### config.mk
export PLATFORM = sky130hd
export DESIGN_NAME = memory_arbiter_ctrl
export DESIGN_NICKNAME = d
export VERILOG_FILES = /design/src/rtl/memory_arbiter_ctrl.sv
export SDC_FILE = /design/constraint.sdc
export NUM_CORES = 1
export LEC_CHECK = 0
export CAP_MARGIN = 10
export CELL_PAD_IN_SITES_DETAIL_PLACEMENT = 0
export CELL_PAD_IN_SITES_GLOBAL_PLACEMENT = 1
export CORE_UTILIZATION = 26
export DETAILED_ROUTE_END_ITERATION = 7
export PLACE_DENSITY = 0.8
export SLEW_MARGIN = 20
export SYNTH_ARGS = -nofsm -noshare
export SYNTH_HDL_FRONTEND = slang
export SYNTH_SLANG_ARGS = --single-unit
### constraint.sdc
create_clock -name clk_i -period 2.7 [get_ports clk_i]
set_input_delay 0.54 -clock clk_i [delete_from_list [all_inputs] [get_ports clk_i]]
set_output_delay 0.54 -clock clk_i [all_outputs]
set_load 0.03 [all_outputs]
### src/rtl/memory_arbiter_ctrl.sv
`default_nettype none
// +--------------------------------------------------------------------------+
// | Module      : memory_arbiter_ctrl                                        |
// | Description : Serialises instruction-fetch and data requests onto one    |
// |               single-ported RAM. Data wins arbitration unless the last   |
// |               grant was data and a fetch is waiting. Each access is      |
// |               held stable until ram_ready_i. A watchdog latches a        |
// |               sticky error if an access hangs.                           |
// | Ports       : clk_i/rst_i      clock, async active-high reset            |
// |               iren_i/iaddr_i   fetch request -> iload_o/ihit_o           |
// |               dren_i/dwen_i    data request (daddr_i/dstore_i)           |
// |                                -> dload_o/dhit_o                         |
// |               ram_*_o          registered RAM strobes/address/data       |
// |               ram_load_i       RAM read data                             |
// |               ram_ready_i      RAM access done this cycle                |
// |               err_o            sticky watchdog timeout                   |
// | Revision    : 1.0  initial release                                       |
// +--------------------------------------------------------------------------+
module memory_arbiter_ctrl #(
   parameter int ADDR_W  = 32,
   parameter int DATA_W  = 32,
   parameter int TIMEOUT = 255
) (
   input  logic              clk_i,
   input  logic              rst_i,
   input  logic              iren_i,
   input  logic [ADDR_W-1:0] iaddr_i,
   output logic [DATA_W-1:0] iload_o,
   output logic              ihit_o,
   input  logic              dren_i,
   input  logic              dwen_i,
   input  logic [ADDR_W-1:0] daddr_i,
   input  logic [DATA_W-1:0] dstore_i,
   output logic [DATA_W-1:0] dload_o,
   output logic              dhit_o,
   output logic              ram_ren_o,
   output logic              ram_wen_o,
   output logic [ADDR_W-1:0] ram_addr_o,
   output logic [DATA_W-1:0] ram_store_o,
   input  logic [DATA_W-1:0] ram_load_i,
   input  logic              ram_ready_i,
   output logic              err_o
);

   localparam logic [1:0] c_IDLE  = 2'd0;
   localparam logic [1:0] c_DATA  = 2'd1;
   localparam logic [1:0] c_INSTR = 2'd2;
   localparam logic [1:0] c_ERR   = 2'd3;

   // Counter must hold values up to TIMEOUT-1; keep at least one bit.
   localparam int            c_WD_W    = (TIMEOUT < 2) ? 1 : $clog2(TIMEOUT + 1);
   localparam logic [c_WD_W-1:0] c_WD_LAST = c_WD_W'((TIMEOUT == 0) ? 0 : TIMEOUT - 1);

   logic [1:0]        state_q, state_d;
   logic              ram_ren_q, ram_ren_d;
   logic              ram_wen_q, ram_wen_d;
   logic [ADDR_W-1:0] ram_addr_q, ram_addr_d;
   logic [DATA_W-1:0] ram_store_q, ram_store_d;
   logic              last_data_q, last_data_d;   // 1: last grant went to data
   logic [c_WD_W-1:0] wdog_q, wdog_d;
   logic              err_q, err_d;

   logic w_dreq;
   logic w_dhit;
   logic w_ihit;

   assign w_dreq = dren_i | dwen_i;

   // Hits need the request still asserted; a requester that withdrew
   // mid-access gets no strobe although the RAM access itself completes.
   assign w_dhit = (state_q == c_DATA)  && ram_ready_i && w_dreq;
   assign w_ihit = (state_q == c_INSTR) && ram_ready_i && iren_i;

   always_comb begin
      state_d     = state_q;
      ram_ren_d   = ram_ren_q;
      ram_wen_d   = ram_wen_q;
      ram_addr_d  = ram_addr_q;
      ram_store_d = ram_store_q;
      last_data_d = last_data_q;
      wdog_d      = wdog_q;
      err_d       = err_q;
      case (state_q)
         c_IDLE: begin
            wdog_d = '0;
            // Alternation: a waiting fetch beats data right after a data grant.
            if (w_dreq && !(last_data_q && iren_i)) begin
               state_d     = c_DATA;
               ram_ren_d   = ~dwen_i;   // read+write together is a write
               ram_wen_d   = dwen_i;
               ram_addr_d  = daddr_i;
               ram_store_d = dstore_i;
               last_data_d = 1'b1;
            end else if (iren_i) begin
               state_d     = c_INSTR;
               ram_ren_d   = 1'b1;
               ram_wen_d   = 1'b0;
               ram_addr_d  = iaddr_i;
               ram_store_d = '0;
               last_data_d = 1'b0;
            end
         end
         c_DATA, c_INSTR: begin
            if (ram_ready_i) begin
               state_d   = c_IDLE;
               ram_ren_d = 1'b0;
               ram_wen_d = 1'b0;
            end else if ((TIMEOUT != 0) && (wdog_q == c_WD_LAST)) begin
               state_d   = c_ERR;
               ram_ren_d = 1'b0;
               ram_wen_d = 1'b0;
               err_d     = 1'b1;
            end else if (TIMEOUT != 0) begin
               wdog_d = wdog_q + c_WD_W'(1);
            end
         end
         default: begin
            // Error state is terminal until reset.
            ram_ren_d = 1'b0;
            ram_wen_d = 1'b0;
            err_d     = 1'b1;
         end
      endcase
   end

   always_ff @(posedge clk_i or posedge rst_i) begin
      if (rst_i) begin
         state_q     <= c_IDLE;
         ram_ren_q   <= 1'b0;
         ram_wen_q   <= 1'b0;
         ram_addr_q  <= '0;
         ram_store_q <= '0;
         last_data_q <= 1'b0;
         wdog_q      <= '0;
         err_q       <= 1'b0;
      end else begin
         state_q     <= state_d;
         ram_ren_q   <= ram_ren_d;
         ram_wen_q   <= ram_wen_d;
         ram_addr_q  <= ram_addr_d;
         ram_store_q <= ram_store_d;
         last_data_q <= last_data_d;
         wdog_q      <= wdog_d;
         err_q       <= err_d;
      end
   end

   assign ihit_o      = w_ihit;
   assign dhit_o      = w_dhit;
   assign iload_o     = w_ihit ? ram_load_i : '0;
   assign dload_o     = (w_dhit && !ram_wen_q) ? ram_load_i : '0;
   assign ram_ren_o   = ram_ren_q;
   assign ram_wen_o   = ram_wen_q;
   assign ram_addr_o  = ram_addr_q;
   assign ram_store_o = ram_store_q;
   assign err_o       = err_q;

endmodule
`default_nettype wire
==> summary.log <==
INFO  synthesis      synth.yosys.warnings=0
INFO  final_layout   nFillCells=1466
INFO  run            cap_viol_max_count=0
INFO  routing        detail-route-antenna-nets=0
INFO  placement      placement.cell_area=6918um2
INFO  synthesis      synth.cell_area=4174um2
INFO  worst_setup_path cpPeakStageDelay=0.49ns
INFO  sta            layout_min_cycle_time=2.614ns
INFO  clocking       path_clk_slew=0.05ns
INFO  clocking       cts_inserted_buffers=9
INFO  worst_setup_path slowest_stage=clkdlybuf4s50_1
INFO  sta            report.final.slew_viol_count=0
INFO  final_layout   finalNetCount=845
INFO  worst_setup_path criticalPathCategory=input port to primary output
INFO  routing        viasPerCell=4.293
INFO  grt            number_of_antenna_violations_at_the_first_check_in_global_routing=1
INFO  worst_setup_path worst_setup_path_start_kind=input port
INFO  worst_hold_path timing.hold.worst.class=flop to flop
INFO  sta            accumulated_negative_setup_slack=0ns
INFO  worst_setup_path crit_path_max_fanout=16
INFO  routing        remaining_drc_errors=0
INFO  worst_setup_path worst_path_dominant_cell_family=simple AND/OR/NAND/NOR gates
INFO  floorplanning  placeableCoreArea=15430um2
INFO  final_layout   final_area=7283um2
INFO  pwr            cellPowerDensity=998.6nW/um2
INFO  sta            max_freq=382.6MHz
INFO  floorplanning  initial_core_util=27.06%
INFO  sta            timing.final.setup_violations=0
INFO  synthesis      synth-seq-area-share=46.76%
INFO  pwr            total_power=0.007273W
INFO  clocking       cts_buffer_depth=2
INFO  final_layout   post_route_cells_drive_above_1_share=15.63%
INFO  worst_setup_path cp.depth=6
INFO  final_layout   mostFrequentLayoutCells=clkdlybuf4s50_1, nand2_1, dfrtp_1
INFO  synthesis      syn_avg_cell_area=9.401um2
INFO  clocking       tritoncts=built
INFO  run_status     outcome=complete, no violations
INFO  synthesis      synthDistinctLibCells=49
INFO  clocking       hold_buffers=0
INFO  worst_setup_path reg2reg_setup_slack=0.84ns
INFO  sta            rsz_0062_raised_after_global_routing=false
INFO  floorplanning  fp.dieW=128.7um
INFO  placement      dp_hpwl=10460um
INFO  sta            worst_pin_slew=0.5676ns
INFO  placement      place.gp.congestion=0.7428
INFO  grt            grt_pass1_vias=3921
INFO  worst_hold_path holdPathStages=2
INFO  sta            finalHoldViolCount=0
INFO  final_layout   layout-area-overhead-vs-synth=74.49%
INFO  routing        detail_route.first_pass.iterations=4
INFO  floorplanning  die_height=128.7um
INFO  routing        dr_total_vias=3958
INFO  worst_setup_path rr_endpoint=state_q[1]
INFO  grt            global_route_usage_over_all_layers=15.92%
INFO  sta            final.period_utilization=96.81%
INFO  sta            maxSlewHeadroom=62.12%
INFO  clocking       clock_insertion_delay_worst_skew=0.34ns
INFO  routing        totalWireLength=13330um
INFO  worst_setup_path end_kind=primary output
INFO  worst_hold_path hp-start=ram_addr_o[3]
INFO  floorplanning  placementRows=45
INFO  floorplanning  design.die.area=16570um2
INFO  final_layout   mostFrequentLayoutCell=clkdlybuf4s50_1
INFO  sta            fin_worst_skew=0.006475ns
INFO  routing        route.detailed.wl_per_inst=14.46um
INFO  placement      io_buffer_count=266
INFO  worst_setup_path worst-path-buf-inv=2
INFO  synthesis      synth_cells=444
INFO  synthesis      syn-num-nets=584
INFO  clocking       cts_htree_levels=3
INFO  worst_setup_path worst-endpoint-required=2.16ns
INFO  sta            final_critical_path_setup_slack=0.08619ns
INFO  worst_hold_path timing.hold.worst_endpoint=ram_addr_o[3]
INFO  routing        first_iter_violations=101
INFO  floorplanning  io-pin-count=267
INFO  worst_setup_path rr_worst_depth=6
INFO  clocking       cts.sinks=78
INFO  grt            overflow=0
INFO  final_layout   final_util=47.21%
INFO  pwr            power_leakage=3.338nW
INFO  placement      post-place-ws=-0.03450ns
INFO  synthesis      yosys_register_bits=78
INFO  grt            wire_length_of_the_first_global_routing_pass=20140um
INFO  grt            maximum_number_of_pins_on_one_net_before_global_route_repair=48
INFO  pwr            vdd.ir_drop.worst=0.4449mV
INFO  worst_setup_path reg2reg_from=state_q[1]
INFO  clocking       library_cell_used_as_clock_root_buffer=clkbuf_16
INFO  worst_setup_path worst-endpoint-arrival=2.07ns
INFO  clocking       cts_setup_buffers=0
INFO  worst_setup_path worstPathCellList=clkdlybuf4s50_1 > or2_4 > and3_4 > nor2b_4 > and2_1 > buf_12
-- stage by stage --
step | std cells | hold WS (ns)
after floorplan | 444 | 0.4933
after global placement | 904 | 0.4608
after detailed placement | 904 | 0.4709
after CTS | 921 | 0.4849
after global routing | 922 | 0.5048
final | 922 | 0.4823
-- report_power, final --
part	internal [W]	switching (W)	leakage, nW
Combinational	0.00166	0.00229	2.18
Clock	0.000930	0.000478	0.166
Sequential	0.00164	0.000278	0.992
Total	0.00423	0.00304	3.34
-- state kept, by name, summed over array words and instances (netlist names) --
signal and count:
err_o 1, ram_store_o 32, ram_ren_o 1, state_q 2, ram_addr_o 32, wdog_q 8
last_data_q 1, ram_wen_o 1
-- cell families (layout without fill, tap and decap cells) --
| logic type | count (synthesis) | after routing | synth area share, % |
|---|---|---|---|
| buf+inv | 36 | 301 | 6.115 |
| mux | 33 | 33 | 7.914 |
| flops | 78 | 78 | 46.76 |
| other cells | 0 | 1 | 0 |
| fa+ha+maj | 6 | 6 | 1.799 |
| compound gates | 91 | 91 | 12.92 |
| simple gates | 200 | 201 | 24.49 |
-- synth_stat cells (all sizes together) --
cell type	instances	area share, %
or3	1	0.18
o21a	1	0.18
a22o	2	0.45
inv	7	0.63
buf	22	4.7
nand3	4	0.72
o31ai	2	0.36
o2bb2a	1	0.48
nand2	107	9.6
o22a	1	0.21
nand4	2	0.66
a2bb2oi	1	0.21
nand2b	3	0.63
or4	2	0.36
or4b	1	0.24
dfrtp	78	47
nor4	1	0.15
o22ai	1	0.15
a31oi	1	0.15
nor3	2	0.24
o21bai	2	0.36
nor2b	3	0.63
a21boi	1	0.27
ha	6	1.8
mux2i	33	7.9
o211ai	2	0.36
and3	3	0.57
or2	2	0.36
o311ai	1	0.21
nor2	4	0.36
clkbuf	7	0.78
nand3b	1	0.18
and2	64	9.6
a21oi	4	0.57
o21ai	71	9.0
-- worst min-delay path: stages (launching register included) --
cell and delay (ns):
dfrtp_1 0.34, nand2_1 0.04, o21ai_0 0.06
-- layout make-up --
type | count | area (um2) | share of cell area (%)
well taps | 211 | 264.0 | 3.625
clock buffers | 11 | 242.7 | 3.333
multi-input cells | 331 | 1988 | 27.30
flip-flops and latches | 78 | 1952 | 26.80
diodes | 1 | 2.502 | 0.03436
clock inverters | 5 | 106.4 | 1.460
inverters | 7 | 27.53 | 0.3779
repair buffers | 278 | 2700 | 37.07
-- worst max-delay path by stage --
stage            from           to  slack [ns]
2_1_floorplan   rst_i        err_o        0.16
3_3_place_gp   dren_i  dload_o[12]        0.04
3_5_place_dp   dren_i  dload_o[12]       -0.03
4_1_cts        dren_i  dload_o[12]        0.08
5_1_grt        dren_i  dload_o[13]        0.02
6_report       dren_i  dload_o[12]        0.09
-- repair_timing --
| item | 4_1_cts | 5_1_grt |
|---|---|---|
| hold endpoints to repair | 0 | 0 |
| setup endpoints to repair | 32 | 0 |
| resized for setup | 1 | 0 |
-- per-layer routing --
layer | up-vias | wire length [um] | global-route usage, %
li1 | 1997 | - | -
met1 | 1766 | 5112 | 16.59
met2 | 180 | 6566 | 28.36
met3 | 15 | 1389 | 6.445
met4 | 0 | 263 | 6.574
met5 | - | 0 | 0
Note: power is estimated with default switching activity, not from simulation.
